--- src/rtl/tank_cmd_arbiter.sv ---
// tank_cmd_arbiter
//   Shares one tank move/fire update engine among N_TANKS command sources.
//   Each frame (delimited by tick) every tank is granted at most once.
//   Winners are picked round-robin. Commands are sanitized before issue:
//   more than one direction bit clears the move, and an active fire
//   cooldown clears the fire bit. Non-empty commands go to the engine over
//   valid/ready. Empty commands are dropped and acknowledged immediately.
// Ports
//   clk, reset  clock; synchronous active-high reset
//   tick        one-cycle frame pulse; clears served bits, ages cooldowns
//   req         per-tank request level
//   cmd_flat    tank i command at [5i+4:5i] = {fire, left, up, right, down}
//   ack         one-cycle pulse when tank i's command is issued or dropped
//   eng_valid   command to engine valid
//   eng_ready   engine accept; transfer on eng_valid & eng_ready
//   eng_id      tank index of eng_cmd
//   eng_cmd     sanitized command
//   busy        high while a command is waiting for the engine
module tank_cmd_arbiter #(
  parameter int unsigned N_TANKS       = 4,
  parameter int unsigned ID_W          = 2,
  parameter int unsigned FIRE_COOLDOWN = 8,
  parameter int unsigned CD_W          = 4
) (
  input  logic                 clk,
  input  logic                 reset,
  input  logic                 tick,
  input  logic [N_TANKS-1:0]   req,
  input  logic [5*N_TANKS-1:0] cmd_flat,
  output logic [N_TANKS-1:0]   ack,
  output logic                 eng_valid,
  input  logic                 eng_ready,
  output logic [ID_W-1:0]      eng_id,
  output logic [4:0]           eng_cmd,
  output logic                 busy
);

  typedef enum logic {IDLE, ISSUE} state_t;

  state_t              state, state_next;
  logic [N_TANKS-1:0]  served;
  logic [CD_W-1:0]     cooldown [N_TANKS];
  logic [ID_W-1:0]     rr_ptr;

  logic [N_TANKS-1:0]  elig;
  logic                found;
  logic [ID_W-1:0]     win;
  logic [4:0]          win_cmd;
  logic                win_cd_zero;
  logic [4:0]          san_cmd;
  logic                start_issue;
  logic                drop;
  logic                xfer;
  logic [N_TANKS-1:0]  consumed;

  // Round-robin winner search starting just after rr_ptr.
  always_comb begin
    int unsigned idx;
    idx   = 0;
    elig  = req & ~served;
    found = 1'b0;
    win   = '0;
    for (int unsigned k = 1; k <= N_TANKS; k++) begin
      idx = (32'(rr_ptr) + k) % N_TANKS;
      if (!found && elig[idx]) begin
        found = 1'b1;
        win   = ID_W'(idx);
      end
    end
  end

  // Winner command and sanitization.
  always_comb begin
    win_cmd     = '0;
    win_cd_zero = 1'b1;
    for (int unsigned i = 0; i < N_TANKS; i++) begin
      if (ID_W'(i) == win) begin
        win_cmd     = cmd_flat[5*i +: 5];
        win_cd_zero = (cooldown[i] == '0);
      end
    end
    san_cmd[3:0] = (|(win_cmd[3:0] & (win_cmd[3:0] - 4'd1))) ? 4'b0000 : win_cmd[3:0];
    san_cmd[4]   = win_cmd[4] & win_cd_zero;
  end

  // FSM next-state and outputs.
  always_comb begin
    state_next  = state;
    start_issue = 1'b0;
    drop        = 1'b0;
    xfer        = 1'b0;
    case (state)
      IDLE: begin
        if (found) begin
          if (san_cmd != '0) begin
            start_issue = 1'b1;
            state_next  = ISSUE;
          end else begin
            drop = 1'b1;
          end
        end
      end
      ISSUE: begin
        if (eng_ready) begin
          xfer       = 1'b1;
          state_next = IDLE;
        end
      end
      default: state_next = IDLE;
    endcase
    for (int unsigned i = 0; i < N_TANKS; i++) begin
      consumed[i] = (drop && (win == ID_W'(i))) || (xfer && (eng_id == ID_W'(i)));
    end
    eng_valid = (state == ISSUE);
    busy      = (state == ISSUE);
  end

  always_ff @(posedge clk) begin
    if (reset) state <= IDLE;
    else       state <= state_next;
  end

  always_ff @(posedge clk) begin
    if (reset) begin
      ack     <= '0;
      eng_id  <= '0;
      eng_cmd <= '0;
      served  <= '0;
      rr_ptr  <= ID_W'(N_TANKS - 1);
      for (int unsigned i = 0; i < N_TANKS; i++) cooldown[i] <= '0;
    end else begin
      ack <= consumed;
      if (start_issue) begin
        eng_id  <= win;
        eng_cmd <= san_cmd;
      end
      if (xfer) rr_ptr <= eng_id;
      // The tank consumed this cycle stays served even when tick clears the rest.
      served <= (tick ? '0 : served) | consumed;
      // A cooldown load takes priority over the tick decrement.
      for (int unsigned i = 0; i < N_TANKS; i++) begin
        if (xfer && eng_cmd[4] && (eng_id == ID_W'(i)))
          cooldown[i] <= CD_W'(FIRE_COOLDOWN);
        else if (tick && (cooldown[i] != '0))
          cooldown[i] <= cooldown[i] - CD_W'(1);
      end
    end
  end

endmodule

--- config.mk ---
export PLATFORM = sky130hd
export DESIGN_NAME = tank_cmd_arbiter
export DESIGN_NICKNAME = d
export VERILOG_FILES = /design/src/rtl/tank_cmd_arbiter.sv
export SDC_FILE = /design/constraint.sdc
export NUM_CORES = 1
export LEC_CHECK = 0
export CAP_MARGIN = 20
export CORE_MARGIN = 3
export CORE_UTILIZATION = 45
export CTS_CLUSTER_SIZE = 30
export DETAILED_ROUTE_END_ITERATION = 6
export GPL_ROUTABILITY_DRIVEN = 0
export PLACE_DENSITY_LB_ADDON = 0.05
export SYNTH_ARGS = -nofsm -noshare
export SYNTH_HDL_FRONTEND = slang
export SYNTH_SLANG_ARGS = --single-unit
--- constraint.sdc ---
create_clock -name clk -period 3.3 [get_ports clk]
set_clock_uncertainty 0.15 [all_clocks]
set_input_delay 0.495 -clock clk [delete_from_list [all_inputs] [get_ports clk]]
set_output_delay 0.495 -clock clk [all_outputs]
set_load 0.05 [all_outputs]
==> impl_metrics.csv <==
group,metric,value,unit
clock_tree,clock_sinks,34,
synth,ys_warn_count,0,
floorplan,ioPinCount,41,
power,switching_share,38.5,%
cells_and_area,area_delta_synth_final,30.9,%
synth,ys_seq_area_share,42.5,%
route,ant_nets,0,
synth,synth_mux_area_share,10.5,%
critical_path,cpMaxStageDelayCell,"a2111oi_0",
clock_tree,clock_latency,0.28,ns
route,wl_per_cell,13.3,um
placement,hpwlAfterDp,3270,um
route,vias,1645,
cells_and_area,layout.nets,293,
global_routing,grt_pass1_wl,6890,um
timing,fin_hold_ws,0.312,ns
status,run_status,"finished clean",
synth,yosys.cell_types.count,48,
floorplan,dieArea,5230,um^2
power,p_per_area,768,nW/um^2
cells_and_area,diodes,0,
clock_tree,clk_pin_slew,0.07,ns
clock_tree,cts_tree,"yes",
critical_path,required,3.32,ns
power,combPwrFrac,49.5,%
synth,synth_compound_area_share,12.8,%
synth,syn-cell-area,1980,um^2
timing,report.final.setup_viol,0,
route,finalWirelength,4140,um
timing,slew_viol_final,0,
timing,fin_crit,3.18,ns
power,switchingPower,0.766,mW
route,first_pass_iters,4,
critical_path,end_kind,"flop",
synth,synthAdderAreaFrac,2.53,%
critical_path,slowest_delay,0.43,ns
floorplan,start_util,48.1,%
critical_path,worst_path_dominant_cell_family,"compound AO/OA/AOI/OAI gates",
synth,synth_top_family_by_area,"simple AND/OR/NAND/NOR gates",
synth,syn_nets,242,
timing,achievable-frequency,315,MHz
critical_path,path_cells,"clkdlybuf4s50_1, nor2b_1, a2111oi_0, a211o_1, mux2_2, and4b_1, a31oi_2, a31o_1, buf_4, mux2_4",
timing,fin_ws,0.121,ns
clock_tree,cts_buffers,5,
synth,post_synth_and_or_nand_nor_area_fraction,24.1,%
timing,rsz0062_at_grt,"no",
power,vdd_drop_max,0.331,mV
critical_path,crit_path_start_kind,"input pin",
synth,synth.avg_cell_area,9.43,um^2
route,detail_route.vias_per_cell,5.27,
synth,synthCells,210,
synth,ys_ff_latch,34,
clock_tree,cts_root_buf,"clkbuf_8",
global_routing,grtUsageTotal,16.7,%
synth,async_reset_ff_share,0,%
clock_tree,max-clock-path-buffers,2,
global_routing,grt_pass1_vias,1571,
clock_tree,htreeDepth,2,
placement,pre_cts_slack,-0.162,ns
cells_and_area,n_fill_cell,382,
critical_path,path_class,"input pin to flop",
floorplan,die_h,72.3,um
power,clkPwrFrac,18.8,%
power,seq_power_share,31.7,%
clock_tree,ctsHoldBuffers,0,
timing,hold_viol,0,
critical_path,cp.arrival,3.20,ns
critical_path,crit_path_max_fanout,7,
run,cap_violations,0,
placement,port-buffer-count,40,
synth,synth_edf_count,16,
cells_and_area,drive_gt1_share,13.0,%
route,drtIter0Drc,88,
critical_path,cp_num_buf_inv,2,
timing,relSlewSlack,62.3,%
global_routing,grt_max_degree,16,
floorplan,die_w,72.3,um
power,power_leakage,1.09,nW
global_routing,overflow,0,
timing,post-route-period-util,96.3,%
power,intPower,1.22,mW
synth,ys.flop_type,"dfxtp_1",
global_routing,antenna_found_initial,0,
timing,tightest_slew,0.564,ns
floorplan,core.rowCount,23,
synth,synth_xor_area_share,3.03,%
route,drc,0,
floorplan,coreArea,4120,um^2
worst_hold_path,hp-class,"flop to flop",
## final cells by class
cell class / count / area (um^2) / area share, %
Inverter: 11 / 41.3 / 1.59
Multi-Input combinational cell: 157 / 1050 / 40.4
Clock inverter: 3 / 40.0 / 1.54
Sequential cell: 34 / 841 / 32.4
Timing Repair Buffer: 52 / 490 / 18.9
Clock buffer: 5 / 68.8 / 2.65
Tap cell: 50 / 62.6 / 2.41
## metal layers
metal / vias up / GRT usage, % / routed length, um
li1: 849 / - / -
met1: 758 / 20.9 / 1870
met2: 33 / 27.4 / 2030
met3: 5 / 4.43 / 190
met4: 0 / 6.26 / 61
met5: - / 0 / 0
## stage by stage
step                      setup TNS [ns]  cells  power (mW)  util (%)  instance area (um^2)
final                                  0    312        1.99      63.0                  2590
after global routing                   0    312        2.11      63.0                  2590
after CTS                              0    312        2.00      63.0                  2590
after detailed placement           -1.01    304        1.63      60.4                  2480
after global placement            -0.796    304        1.62      60.4                  2480
after floorplan                        0    210        1.33         -                  1980
## repair_timing
action,in CTS,in global routing
setup buffers,0,0
hold endpoints to repair,0,0
gates resized for setup,0,1
setup endpoints to repair,0,1
## power groups by stage
stage / sequential, mW / combinational [mW] / clock (mW)
after CTS: 0.632 / 0.992 / 0.378
after global routing: 0.649 / 1.07 / 0.395
after global placement: 0.639 / 0.979 / 0
final: 0.631 / 0.986 / 0.374
after floorplan: 0.774 / 0.554 / 0
after detailed placement: 0.640 / 0.986 / 0
## state kept, by name, summed over array words and instances (netlist names)
signal and cells:
served 4, eng_cmd 5, busy 1, rr_ptr 2, cooldown 16, eng_id 2, ack 4
## cell families (layout without fill, tap and decap cells)
family,Yosys count,in the layout
muxes,18,18
AOI/OAI and AO/OA,37,37
and+or+nand+nor,92,92
adders and majority gates,4,4
DFF,34,34
xor gates and xnor gates,6,6
buffers and inverters,19,71
## cells in the mapped netlist (2+ instances only)
master | instances | area share [%]
o2111ai_1 | 2 | 0.88
nor2_1 | 22 | 4.2
o21ai_0 | 3 | 0.76
mux2_4 | 5 | 3.8
nand2b_1 | 7 | 2.2
nand4b_1 | 2 | 0.88
or3_1 | 4 | 1.3
and3_1 | 2 | 0.63
nor2b_1 | 11 | 3.5
mux2_2 | 3 | 1.7
buf_6 | 2 | 1.1
nor3_1 | 5 | 1.3
ha_1 | 4 | 2.5
inv_1 | 11 | 2.1
a21o_1 | 6 | 2.3
dfxtp_1 | 18 | 18
clkbuf_1 | 3 | 0.57
nand2_1 | 19 | 3.6
a21oi_1 | 12 | 3.0
mux2i_1 | 10 | 5.1
a31o_2 | 2 | 0.88
edfxtp_1 | 16 | 24
a31oi_1 | 2 | 0.63
nand4_1 | 2 | 0.63
nand3_1 | 10 | 2.5
xnor2_1 | 5 | 2.2
## path summary, 6_finish.rpt
check | start | to | slack (ns) | depth (start not counted)
setup reg to reg | rr_ptr[1] | eng_cmd[2] | 0.37 | 11
hold reg to reg | eng_cmd[0] | eng_cmd[0] | 0.31 | 2
setup / recovery | req[3] | eng_cmd[2] | 0.12 | 10
hold / removal | eng_cmd[0] | eng_cmd[0] | 0.31 | 2
## worst reg2reg max path, delay by kind of cell (launching register included)
family	cells	cell delay [ns]
AND/OR/NAND/NOR	3	0.50
multiplexers	3	0.78
flip-flops	1	0.45
buffers and inverters	2	0.33
AO/OA/AOI/OAI	3	0.62
## cell usage in the layout, fill, tap and decap left out, drive strengths merged, types with 2 or more instances in the layout
cell	instances
nor2b	11
o2111ai	2
a31oi	3
clkinv	2
nand2b	7
mux2	8
clkdlybuf4s50	40
a21oi	12
dfxtp	18
nor3	5
nand4	2
nand2	20
nand4b	2
clkbuf	5
or3	4
nor2	22
inv	11
edfxtp	16
xnor2	5
nand3	10
and3	2
buf	12
a31o	3
mux2i	10
a21o	6
ha	4
o21ai	4
(Power assumes the default switching activity.)
